File: config.mk
export PLATFORM = sky130hd
export DESIGN_NAME = apple_iie_timing_sequencer
export DESIGN_NICKNAME = d
export VERILOG_FILES = /design/src/rtl/apple_iie_timing_pkg.sv /design/src/rtl/apple_iie_video_scan_counter.sv /design/src/rtl/apple_iie_timing_sequencer.sv
export SDC_FILE = /design/constraint.sdc
export NUM_CORES = 1
export LEC_CHECK = 0
export CAP_MARGIN = 20
export CORE_MARGIN = 10
export CORE_UTILIZATION = 46
export DETAILED_ROUTE_END_ITERATION = 10
export PLACE_DENSITY = 0.84
export SLEW_MARGIN = 10
export SYNTH_ARGS = -nofsm -noshare
export SYNTH_HDL_FRONTEND = slang
export SYNTH_HIERARCHICAL = 1
export SYNTH_SLANG_ARGS = --single-unit
File: constraint.sdc
create_clock -name clk_14m -period 2.46 [get_ports clk_14m]
set_input_delay 0.738 -clock clk_14m [delete_from_list [all_inputs] [get_ports clk_14m]]
set_output_delay 0.738 -clock clk_14m [all_outputs]
set_load 0.005 [all_outputs]
File: src/rtl/apple_iie_timing_pkg.sv
// Shared tick positions, scan geometry and the per-tick DRAM strobe decode.
// PAL_TIMING_EN selects 312 lines (PAL); otherwise 262 lines (NTSC).
package apple_iie_timing_pkg;

  localparam logic [3:0] Q3_FALL    = 4'd4;
  localparam logic [3:0] RAS_FALL   = 4'd2;
  localparam logic [3:0] AX_FALL    = 4'd3;
  localparam logic [3:0] CAS_FALL   = 4'd4;
  localparam logic [3:0] HALF_TICKS = 4'd7;
  localparam logic [3:0] LONG_EXTRA = 4'd2;

  localparam logic [6:0] H_TOTAL = 7'd65;

`ifdef PAL_TIMING_EN
  localparam logic [8:0] LINES = 9'd312;
`else
  localparam logic [8:0] LINES = 9'd262;
`endif

  typedef struct packed {
    logic q3;
    logic pras_n;
    logic pcas_n;
    logic ax;
  } strobes_t;

  // Same decode in both halves; the stretched ticks 7..8 fall out as all-low.
  function automatic strobes_t decode_tick(input logic [3:0] t);
    strobes_t s;
    s.q3     = (t < Q3_FALL);
    s.pras_n = (t < RAS_FALL);
    s.pcas_n = (t < CAS_FALL);
    s.ax     = (t < AX_FALL);
    return s;
  endfunction

endpackage

File: src/rtl/apple_iie_video_scan_counter.sv
// Horizontal/vertical scan counters with registered blanking flags.
// Advances once per CPU-half exit; line count set by PAL_TIMING_EN.
module apple_iie_video_scan_counter
  import apple_iie_timing_pkg::*;
#(
  parameter logic [6:0] HBL_END   = 7'd25,
  parameter logic [8:0] VBL_START = 9'd192
) (
  input  logic       clk,
  input  logic       reset,
  input  logic       advance,
  output logic [6:0] h_count,
  output logic [8:0] v_count,
  output logic       hbl,
  output logic       vbl
);

  logic [6:0] h_next;
  logic [8:0] v_next;
  logic       vbl_next;

  always_comb begin
    // NOTE: every always_comb output gets a default first so no latch is inferred.
    h_next = h_count;
    v_next = v_count;
    if (advance) begin
      if (h_count == H_TOTAL - 7'd1) begin
        h_next = '0;
        v_next = (v_count == LINES - 9'd1) ? '0 : v_count + 9'd1;
      end else begin
        h_next = h_count + 7'd1;
      end
    end
`ifdef PAL_TIMING_EN
    vbl_next = (v_next >= VBL_START) || (v_next >= 9'd256);
`else
    vbl_next = (v_next >= VBL_START);
`endif
  end

  always_ff @(posedge clk or posedge reset) begin
    if (reset) begin
      h_count <= '0;
      v_count <= '0;
      hbl     <= 1'b1;
      vbl     <= 1'b0;
    end else begin
      // NOTE: state updates use non-blocking assignments so all registers see pre-edge values.
      h_count <= h_next;
      v_count <= v_next;
      hbl     <= (h_next < HBL_END);
      vbl     <= vbl_next;
    end
  end

endmodule

File: src/rtl/apple_iie_timing_sequencer.sv
// Apple IIe master timing: phi0/q3/RAS/CAS/AX from 14M, long cycle, scan counters.
// PAL_TIMING_EN selects PAL frame geometry in the scan counter.
module apple_iie_timing_sequencer
  import apple_iie_timing_pkg::*;
#(
  parameter logic [6:0] HBL_END      = 7'd25,
  parameter logic [8:0] VBL_START    = 9'd192,
  parameter logic [6:0] LONG_CYCLE_H = 7'd64
) (
  input  logic       clk_14m,
  input  logic       reset,
  output logic       clk_phi_0,
  output logic       clk_q3,
  output logic       pras_n,
  output logic       pcas_n,
  output logic       ax,
  output logic       clk_7m,
  output logic       clk_color,
  output logic [6:0] h_count,
  output logic [8:0] v_count,
  output logic       hbl,
  output logic       vbl,
  output logic       long_cycle
);

  localparam logic PH_VIDEO = 1'b0;
  localparam logic PH_CPU   = 1'b1;

  logic [3:0] t;
  logic [3:0] t_next;
  logic [3:0] last_tick;
  logic       phi0_next;
  logic       advance;
  logic       long_next;
  logic [1:0] div;
  strobes_t   strobe_next;

  always_comb begin
    last_tick = HALF_TICKS - 4'd1;
    if (clk_phi_0 == PH_CPU && h_count == LONG_CYCLE_H)
      last_tick = HALF_TICKS + LONG_EXTRA - 4'd1;

    t_next    = t + 4'd1;
    phi0_next = clk_phi_0;
    advance   = 1'b0;
    if (t == last_tick) begin
      t_next    = '0;
      phi0_next = ~clk_phi_0;
      advance   = (clk_phi_0 == PH_CPU);
    end

    // h_count is stable across the video->CPU edge, so it qualifies the whole stretched half.
    long_next   = (phi0_next == PH_CPU) && (h_count == LONG_CYCLE_H);
    strobe_next = decode_tick(t_next);
  end

  always_ff @(posedge clk_14m or posedge reset) begin
    if (reset) begin
      t          <= '0;
      clk_phi_0  <= PH_VIDEO;
      div        <= '0;
      clk_q3     <= 1'b1;
      pras_n     <= 1'b1;
      pcas_n     <= 1'b1;
      ax         <= 1'b1;
      long_cycle <= 1'b0;
    end else begin
      t          <= t_next;
      clk_phi_0  <= phi0_next;
      div        <= div + 2'd1;
      clk_q3     <= strobe_next.q3;
      pras_n     <= strobe_next.pras_n;
      pcas_n     <= strobe_next.pcas_n;
      ax         <= strobe_next.ax;
      long_cycle <= long_next;
    end
  end

  // 912 ticks per line is a multiple of 4, so the colour divider stays line-locked.
  assign clk_7m    = div[0];
  assign clk_color = div[1];

  apple_iie_video_scan_counter #(
    .HBL_END  (HBL_END),
    .VBL_START(VBL_START)
  ) u_scan (
    .clk    (clk_14m),
    .reset  (reset),
    .advance(advance),
    .h_count(h_count),
    .v_count(v_count),
    .hbl    (hbl),
    .vbl    (vbl)
  );

endmodule

==> impl_metrics.json <==
{
  "cp_cell_sequence": "nor4b_4, nand3_2, mux2i_4, inv_2, ha_4, or4_2, o2111ai_2, nor3b_2",
  "fin_crit_ns": 2.36,
  "rsz0062_at_grt": "no",
  "pwr-share-comb": 0.014,
  "start_util": 0.491,
  "grt_max_degree": 19,
  "synthesis.area_um2": 1520,
  "area.sequential_um2": 731,
  "total_power_w": 0.000784,
  "vias": 1233,
  "cts_tree": "yes",
  "cts.htree.levels": 2,
  "grt_util_all_layers": 0.121,
  "finalSetupViolations": 0,
  "drc": 0,
  "max_cap_violations": 0,
  "report.final.hold_viol_count": 0,
  "synth_commonest_cells": "dfrtp_1 (25), nand2_1 (12), nor2_1 (8)",
  "clockBufferDepth": 2,
  "seq_area_frac_synth": 0.480,
  "n_antenna_cell": 0,
  "synth_warnings": 6,
  "wl_um": 3670,
  "synth-async-reset-ratio": 1.00,
  "fin_nets": 186,
  "clkSinkCount": 29,
  "hold_path.class": "register to register",
  "synthFlopType": "dfrtp_1",
  "powerDensity_nw_per_um2": 396,
  "dr.pass1.iters": 4,
  "syn_area_per_cell_um2": 11.0,
  "synth_top_area_frac": 0.411,
  "pwr-share-clk": 0.378,
  "slew-limit-headroom": 0.532,
  "drt_first_iter_violations": 62,
  "antenna_found_initial": 0,
  "multi_input_area_um2": 767,
  "setup_tns_ns": 0,
  "grt_pass1_wl_um": 5880,
  "viasPerCell": 5.53,
  "synth-seq-cells": 29,
  "ios": 28,
  "grt_pass1_vias": 1226,
  "status": "complete, no violations",
  "seq_power_share": 0.608,
  "switching_power_w": 0.000165,
  "drive_above_1_share": 0.212,
  "yosysUniqueCellTypes": 47,
  "core_um2": 3100,
  "ant_nets": 0,
  "ir_drop_mv": 0.217,
  "chipWidth_um": 77.5,
  "synthTopCellsByArea": "dfrtp_1 (41%), dfstp_2 (6.9%), ha_1 (4.9%)",
  "hold_path_end": "div[0]",
  "gp_congestion": 0.931,
  "final_max_slew_viol_count": 0,
  "worstReg2RegEnd": "u_scan/hbl",
  "synth.most_common_cell": "dfrtp_1",
  "synthesis.nets": 147,
  "max_stage_delay_ns": 0.64,
  "routedWlPerCell_um": 16.5,
  "die_y_um": 77.5,
  "cts_buffers": 5,
  "crit_arrival_ns": 2.62,
  "tightest_slew_ns": 0.701,
  "dieArea_um2": 6010,
  "internal_power_w": 0.000619,
  "fmax_mhz": 423,
  "post-dp-hpwl_um": 2700,
  "crit_type": "register to register",
  "crit_slowest_cell": "or4_2",
  "min-delay-start": "div[0]",
  "synth_largest_area_cell": "dfrtp_1",
  "fin_worst_skew_ns": 0.00757,
  "min_path_cells": 1,
  "r2r-start": "u_scan/h_count[5]",
  "rows": 20,
  "rr_worst_depth": 8,
  "reg2reg_slack_ns": 0.1,
  "synth_cells": 139,
  "fillers": 258,
  "worst_setup_path_start_kind": "register",
  "endpoint_kind": "register",
  "critPathMaxFanout": 4,
  "portBuffers": 27,
  "grt.overflow.total": 0,
  "postCtsHoldBufs": 0,
  "fin_crit_sh": 0.960,
  "clk_latency_ns": 0.32,
  "synth_edf_count": 0,
  "power.leakage_nw": 0.861,
  "clock-root-buffer": "clkbuf_4",
  "critPathRequiredTime_ns": 2.71,
  "syn_to_final_growth_pct": 30.0,
  "swShare": 0.210,
  "path_clk_slew_ns": 0.09,
  "holdWs_ns": 0.480
}
layout make-up:
cell class / instances / share of cell area
clock buffers: 8 / 0.0297
flip-flops and latches: 29 / 0.369
multi-input cells: 99 / 0.387
well taps: 44 / 0.0278
inverters: 7 / 0.0133
repair buffers: 36 / 0.173
through the flow:
step	instance area [µm²]	utilization	setup WS, ns	std cells
6_report	1980	0.638	0.0986	223
5_1_grt	1980	0.638	0.0256	223
3_3_place_gp	1870	0.604	0.137	214
3_5_place_dp	1870	0.604	0.0715	214
4_1_cts	1930	0.623	0.0454	222
2_1_floorplan	1520	-	0.131	139
routing by layer:
metal  wire length (µm)  global-route usage  vias up  part of all wire
li1                   -                   -      582                 -
met1               1350               0.118      610              0.37
met2               2010               0.227       36              0.55
met3                254              0.0449        5             0.069
met4                 46              0.0438        0             0.013
met5                  0                   0        -                 0
registers in the layout, indices dropped and copies added, names as in the netlist:
name	cells
ax	1
div	2
long_cycle	1
u_scan/h_count	7
pras_n	1
pcas_n	1
u_scan/v_count	9
u_scan/vbl	1
u_scan/hbl	1
t	4
clk_phi_0	1
cells in the final DEF, fill, tap and decap left out, types with 2 or more instances in the layout:
master           instances
clkbuf_1                 2
dfrtp_1                 25
clkdlybuf4s50_1         27
nor4b_4                  2
and2_1                   2
clkbuf_4                 5
nand4_1                  4
xnor2_1                  4
and3_2                   2
a31oi_1                  2
o21ai_0                  6
nand2_1                 12
a21oi_1                  5
and4_1                   2
nor3_1                   3
o22ai_1                  3
nor2_1                   7
buf_4                    8
inv_1                    6
nand3_1                  7
xor2_1                   5
dfstp_2                  4
ha_1                     5
nor4b_1                  2
worst max-delay path, delay by kind of cell, from the launching register on:
family | cells | cell delay (ns)
and+or+nand+nor | 4 | 1.30
adders and majority gates | 1 | 0.18
muxes | 1 | 0.20
DFF | 1 | 0.43
buffers and inverters | 1 | 0.09
AOI/OAI and AO/OA | 1 | 0.11
logic make-up after synthesis:
group | Yosys count | share of synthesized area
xor+xnor | 10 | 0.0575
buf+inv | 11 | 0.0394
simple gates | 57 | 0.251
flops | 29 | 0.480
compound gates | 23 | 0.0937
mux | 3 | 0.0288
fa+ha+maj | 6 | 0.0493
power groups by stage:
stage           logic [W]  registers, W  clock network [W]
2_1_floorplan  0.00000717      0.000486                  0
3_3_place_gp    0.0000111      0.000486                  0
3_5_place_dp    0.0000113      0.000486                  0
4_1_cts         0.0000114      0.000477           0.000304
5_1_grt         0.0000127      0.000477           0.000326
6_report        0.0000107      0.000477           0.000297
what timing repair did:
| item | 4_1_cts | 5_1_grt |
|---|---|---|
| endpoints found under the hold margin | 0 | 0 |
| endpoints found under the setup margin | 0 | 4 |
| setup buffers | 0 | 1 |
| gates resized for setup | 0 | 8 |
worst max-delay path by stage:
| stage | from | slack (ns) | cells after the start | end |
|---|---|---|---|---|
| 2_1_floorplan | u_scan/h_count[5] | 0.13 | 8 | u_scan/hbl |
| 3_3_place_gp | u_scan/h_count[1] | 0.14 | 8 | u_scan/hbl |
| 3_5_place_dp | u_scan/h_count[1] | 0.07 | 9 | u_scan/vbl |
| 4_1_cts | u_scan/h_count[1] | 0.05 | 9 | u_scan/vbl |
| 5_1_grt | u_scan/h_count[5] | 0.03 | 8 | u_scan/hbl |
| 6_report | u_scan/h_count[5] | 0.1 | 8 | u_scan/hbl |
(Power assumes the default switching activity.)
